## src/rtl/i2s_encoder.sv

```systemverilog
// I2S (Philips) transmitter: stereo PCM in over valid/ready, MSB-first SCK/WS/SD out.
// Bit clock is divided from sys_clk; one sample pair is buffered ahead of the pair on the wire.
module i2s_encoder #(
    parameter int DATAWIDTH = 24,
    parameter int SLOT_BITS = 32,
    parameter int SCLK_DIV  = 20
) (
    input  logic                 sys_clk,
    input  logic                 sys_rst,
    input  logic                 en,
    input  logic                 s_valid,
    output logic                 s_ready,
    input  logic [DATAWIDTH-1:0] s_l_data,
    input  logic [DATAWIDTH-1:0] s_r_data,
    output logic                 sck_o,
    output logic                 ws_o,
    output logic                 sd_o,
    output logic                 frame_start_o,
    output logic [15:0]          underrun_cnt
);

    localparam int FRAME_BITS = 2 * SLOT_BITS;
    localparam int DIV_W      = (SCLK_DIV > 1) ? $clog2(SCLK_DIV) : 1;
    localparam int B_W        = (FRAME_BITS > 1) ? $clog2(FRAME_BITS) : 1;

    localparam logic [DIV_W-1:0] DIV_LAST = DIV_W'(SCLK_DIV - 1);
    localparam logic [DIV_W-1:0] DIV_HALF = DIV_W'(SCLK_DIV / 2);
    localparam logic [B_W-1:0]   B_LAST   = B_W'(FRAME_BITS - 1);
    localparam logic [B_W-1:0]   B_SLOT   = B_W'(SLOT_BITS);
    localparam logic [B_W-1:0]   WS_FIRST = B_W'(SLOT_BITS - 1);
    localparam logic [B_W-1:0]   WS_LAST  = B_W'(FRAME_BITS - 2);

    logic [DIV_W-1:0]     div_cnt, div_nxt;
    logic [B_W-1:0]       bit_idx, bit_nxt;
    logic [DATAWIDTH-1:0] act_l, act_r, act_l_nxt, act_r_nxt;
    logic [DATAWIDTH-1:0] pend_l, pend_r;
    logic                 pend_vld;

    logic                 fall_evt;
    logic                 load;
    logic                 accept;
    logic                 right_slot;
    logic [B_W-1:0]       slot_bit;
    logic [DATAWIDTH-1:0] slot_word;
    logic [DATAWIDTH-1:0] shifted;
    logic                 sd_nxt;
    logic                 ws_nxt;

    assign s_ready = !pend_vld;

    // NOTE: every signal gets a default at the top of always_comb so no path leaves it unassigned (no latches).
    always_comb begin
        fall_evt  = en && (div_cnt == DIV_LAST);
        load      = fall_evt && (bit_idx == B_LAST);
        accept    = s_valid && !pend_vld;
        div_nxt   = div_cnt;
        bit_nxt   = bit_idx;
        act_l_nxt = act_l;
        act_r_nxt = act_r;

        if (!en) begin
            div_nxt = DIV_LAST;
            bit_nxt = B_LAST;
        end else if (fall_evt) begin
            div_nxt = '0;
            bit_nxt = (bit_idx == B_LAST) ? '0 : bit_idx + 1'b1;
        end else begin
            div_nxt = div_cnt + 1'b1;
        end

        // A load with nothing pending plays silence; data accepted in this same cycle waits a frame.
        if (load) begin
            if (pend_vld) begin
                act_l_nxt = pend_l;
                act_r_nxt = pend_r;
            end else begin
                act_l_nxt = '0;
                act_r_nxt = '0;
            end
        end

        // Shifting past the sample width yields zeros, which is exactly the slot padding.
        right_slot = (bit_nxt >= B_SLOT);
        slot_bit   = right_slot ? (bit_nxt - B_SLOT) : bit_nxt;
        slot_word  = right_slot ? act_r_nxt : act_l_nxt;
        shifted    = slot_word << slot_bit;
        sd_nxt     = shifted[DATAWIDTH-1];
        ws_nxt     = (bit_nxt >= WS_FIRST) && (bit_nxt <= WS_LAST);
    end

    // NOTE: sequential state uses non-blocking assignments so all flops update from pre-edge values.
    always_ff @(posedge sys_clk) begin
        if (sys_rst) begin
            div_cnt       <= DIV_LAST;
            bit_idx       <= B_LAST;
            act_l         <= '0;
            act_r         <= '0;
            pend_l        <= '0;
            pend_r        <= '0;
            pend_vld      <= 1'b0;
            underrun_cnt  <= '0;
            frame_start_o <= 1'b0;
            sck_o         <= 1'b0;
            ws_o          <= 1'b0;
            sd_o          <= 1'b0;
        end else begin
            div_cnt       <= div_nxt;
            bit_idx       <= bit_nxt;
            act_l         <= act_l_nxt;
            act_r         <= act_r_nxt;
            frame_start_o <= load;
            sck_o         <= en && (div_nxt >= DIV_HALF);

            if (accept) begin
                pend_l   <= s_l_data;
                pend_r   <= s_r_data;
                pend_vld <= 1'b1;
            end else if (load) begin
                pend_vld <= 1'b0;
            end

            if (load && !pend_vld && (underrun_cnt != 16'hFFFF)) begin
                underrun_cnt <= underrun_cnt + 16'd1;
            end

            if (!en) begin
                ws_o <= 1'b0;
                sd_o <= 1'b0;
            end else if (fall_evt) begin
                ws_o <= ws_nxt;
                sd_o <= sd_nxt;
            end
        end
    end

endmodule

```

## config.mk

```make
export PLATFORM = sky130hd
export DESIGN_NAME = i2s_encoder
export DESIGN_NICKNAME = d
export VERILOG_FILES = /design/src/rtl/i2s_encoder.sv
export SDC_FILE = /design/constraint.sdc
export NUM_CORES = 1
export LEC_CHECK = 0
export ABC_AREA = 1
export CORE_MARGIN = 3
export CORE_UTILIZATION = 46
export CTS_CLUSTER_DIAMETER = 30
export CTS_CLUSTER_SIZE = 40
export DETAILED_ROUTE_END_ITERATION = 8
export PLACE_DENSITY = 0.71
export SYNTH_ARGS = -nofsm -noshare
export SYNTH_HDL_FRONTEND = slang
export SYNTH_SLANG_ARGS = --single-unit
```

## constraint.sdc

```tcl
create_clock -name sys_clk -period 2.8 [get_ports sys_clk]
set_input_delay 0.56 -clock sys_clk [delete_from_list [all_inputs] [get_ports sys_clk]]
set_output_delay 0.56 -clock sys_clk [all_outputs]
set_load 0.02 [all_outputs]
```

==> qor.yml <==
fin_ws_ns: 0.478
syn-num-nets: 890
min_from: "pend_r[9]"
path_clk_slew_ns: 0.06
synth-seq-area-share: 0.451
antenna_found_initial: 0
grt_pass1_vias: 4751
slew_headroom: 0.560
grt_max_degree: 64
post_cts.repair.setup_buffers: 0
rsz0062_at_grt: "false"
worst-path-stages: 16
async_flop_share: 0
rr_worst_depth: 16
fin_skew_ns: 0.00965
fmax_mhz: 431
fp-row-count: 39
area_growth_pct: 27.2
ctsResizeCount: 0
dpl.hpwl_um: 8940
peakVddDrop_v: 0.000405
p_per_area_mw_per_mm2: 735
cap_violations: 0
antenna_cells: 0
nets: 959
cts_tree: "done"
critPathSlowestCell: "clkdlybuf4s50_1"
dieArea_mm2: 0.0137
viasPerCell: 4.83
critPathBufInv: 4
h-tree-depth: 4
drive_gt1_frac: 0.0720
ys_seq_elements: 128
wl_per_cell_um: 12.2
outcome: "complete, no violations"
core_mm2: 0.0118
grt.total_usage: 0.207
crit_path_cell_trace: "clkdlybuf4s50_1 -> nand3_4 -> nor2_8 -> buf_4 -> nand2_1 -> clkinv_1 -> nand2_1 -> o21a_1 -> nand2_1 -> nand3_1 -> nand3_1 -> nand3_1 -> nand3_1 -> nand2_1 -> inv_1 -> a21oi_1"
tightest_slew_ns: 0.660
critPathRequiredTime_ns: 3.09
numCtsBuffers: 17
setup_tns_ns: 0
firstDrtPassIters: 5
cpLargestDelayFamily: "buffers and inverters"
drv_slew: 0
io_pins: 73
hold_path.class: "reg2reg"
ant_nets: 0
root_buffer: "clkbuf_16"
start_util: 0.483
clkSinkCount: 128
cts_max_path_buffers: 2
crit_path_start: "en"
critPathLaunchType: "primary input"
crit_arrival_ns: 2.61
timing.hold.worst_path_depth: 2
vias: 5226
drcViolationCount: 0
die_w_um: 117
synthFlopType: "dfxtp_1"
total_power_uw: 5310
min_period_over_period: 0.829
r2r-start: "div_cnt[0]"
die_h_um: 117
end_kind: "register"
gp_congestion: 0.824
grt_pass1_wl_um: 22500
synth-edff-count: 0
power_leakage_uw: 0.00301
yosysUniqueCellTypes: 31
worstSetupPathType: "in2reg"
post-place-ws_ns: 0.0403
synth_area_per_cell_um2: 6.81
clock_latency_ns: 0.42
drt-total-wl_um: 13200
drtIter0Drc: 399
setup_viol: 0
port_buffers: 72
period_minus_slack_ns: 2.32
syn_area_mm2: 0.00569
final_hold_viol_count: 0
yosysWarningCount: 0
cp_max_fo: 12
gr-total-overflow: 0
ctsHoldBuffers: 0
cpPeakStageDelay_ns: 0.53
syn_inst: 835
logic make-up (layout without fill, tap and decap cells):
| family | after synthesis | after routing | synth area share |
|---|---|---|---|
| AOI/OAI and AO/OA | 116 | 116 | 0.107 |
| xor gates and xnor gates | 5 | 5 | 0.00770 |
| adders and majority gates | 3 | 3 | 0.00660 |
| buffers and inverters | 118 | 200 | 0.0863 |
| DFF | 128 | 128 | 0.451 |
| and+or+nand+nor | 465 | 465 | 0.342 |
metrics by stage:
stage / hold WS [ns] / instances / area, um2 / util
3_5_place_dp: 0.471 / 1049 / 6600 / 0.561
2_1_floorplan: 0.452 / 835 / 5690 / -
6_report: 0.481 / 1081 / 7230 / 0.615
3_3_place_gp: 0.461 / 1049 / 6600 / 0.561
5_1_grt: 0.503 / 1081 / 7230 / 0.615
4_1_cts: 0.485 / 1081 / 7230 / 0.615
area by class of cell:
class	instances	area (um2)
fill	1092	4530
multi-input combinational	589	2630
sequential	128	2560
timing repair buffer	97	928
clock buffer	19	453
inverter	71	267
tap	164	205
clock inverter	13	185
path summary, 6_finish.rpt:
| path | to | slack (ns) |
|---|---|---|
| worst max-delay path | sd_o | 0.48 |
| worst min-delay path | pend_r[9] | 0.48 |
| worst min register to register | pend_r[9] | 0.48 |
| worst max register to register | sd_o | 0.52 |
per-layer routing:
layer  wire length (um)  GRT usage  up-vias  share of wire
met5                  0          0        -              0
met1               6630      0.283     2286           0.50
met3                630     0.0468       17          0.048
met2               5670      0.323      125           0.43
li1                   -          -     2798              -
met4                227     0.0719        0          0.017
cells in the final DEF, fill, tap and decap left out:
cell type          n
nand2_1          186
nor2_1           175
dfxtp_1          128
o21ai_0           79
nand3_1           77
clkdlybuf4s50_1   71
inv_1             67
buf_4             23
clkbuf_16         17
o21ai_1           13
a21oi_1           13
nor3_1            10
o21a_1             8
nand4_1            5
clkinvlp_4         5
xor2_1             4
bufinv_16          4
nor3b_1            3
inv_2              3
ha_1               3
nor4_1             2
nand3_4            2
and3_1             2
clkbuf_8           2
clkinv_2           2
buf_12             2
nor2_8             1
xnor2_1            1
a31oi_1            1
a311oi_1           1
o2111ai_1          1
clkinv_1           1
nand2_2            1
nand2_4            1
inv_6              1
clkinv_4           1
buf_2              1
synthesized netlist by cell type, types with 2 or more instances:
cell type  number  share of area
nor3_1         10         0.0088
and3_1          2         0.0022
nor3b_1         3         0.0040
nor4_1          2         0.0022
inv_2           3         0.0020
nand3_4         2         0.0062
inv_1          67          0.044
buf_6           4         0.0079
a21oi_1        13          0.011
buf_2           8         0.0070
xor2_1          4         0.0062
o21ai_0        79          0.070
nand4_1         5         0.0055
nand3_1        77          0.068
ha_1            3         0.0066
clkbuf_1       32          0.021
nand2_1       186           0.12
nor2_1        175           0.12
o21a_1          8          0.011
buf_4           2         0.0026
o21ai_1        13          0.011
dfxtp_1       128           0.45
where the power goes:
part / internal [uW] / switching, uW
clock network: 1540 / 805
registers: 1970 / 62.9
logic: 366 / 571
flip-flops by register name (all words and copies together), names as in the netlist:
name / flops
frame_start_o: 1
act_r: 24
pend_vld: 1
ws_o: 1
sd_o: 1
div_cnt: 5
pend_l: 24
sck_o: 1
pend_r: 24
bit_idx: 6
act_l: 24
underrun_cnt: 16
worst register-to-register path: stages, from the launching register on:
cell      delay, ns
dfxtp_1        0.35
ha_1           0.27
nand3_4        0.12
nor2_8         0.14
buf_4          0.20
nand2_1        0.14
clkinv_1       0.20
nand2_1        0.08
o21a_1         0.12
nand2_1        0.06
nand3_1        0.06
nand3_1        0.07
nand3_1        0.09
nand3_1        0.09
nand2_1        0.05
inv_1          0.06
a21oi_1        0.05
Power figures use the tool's default switching activity.
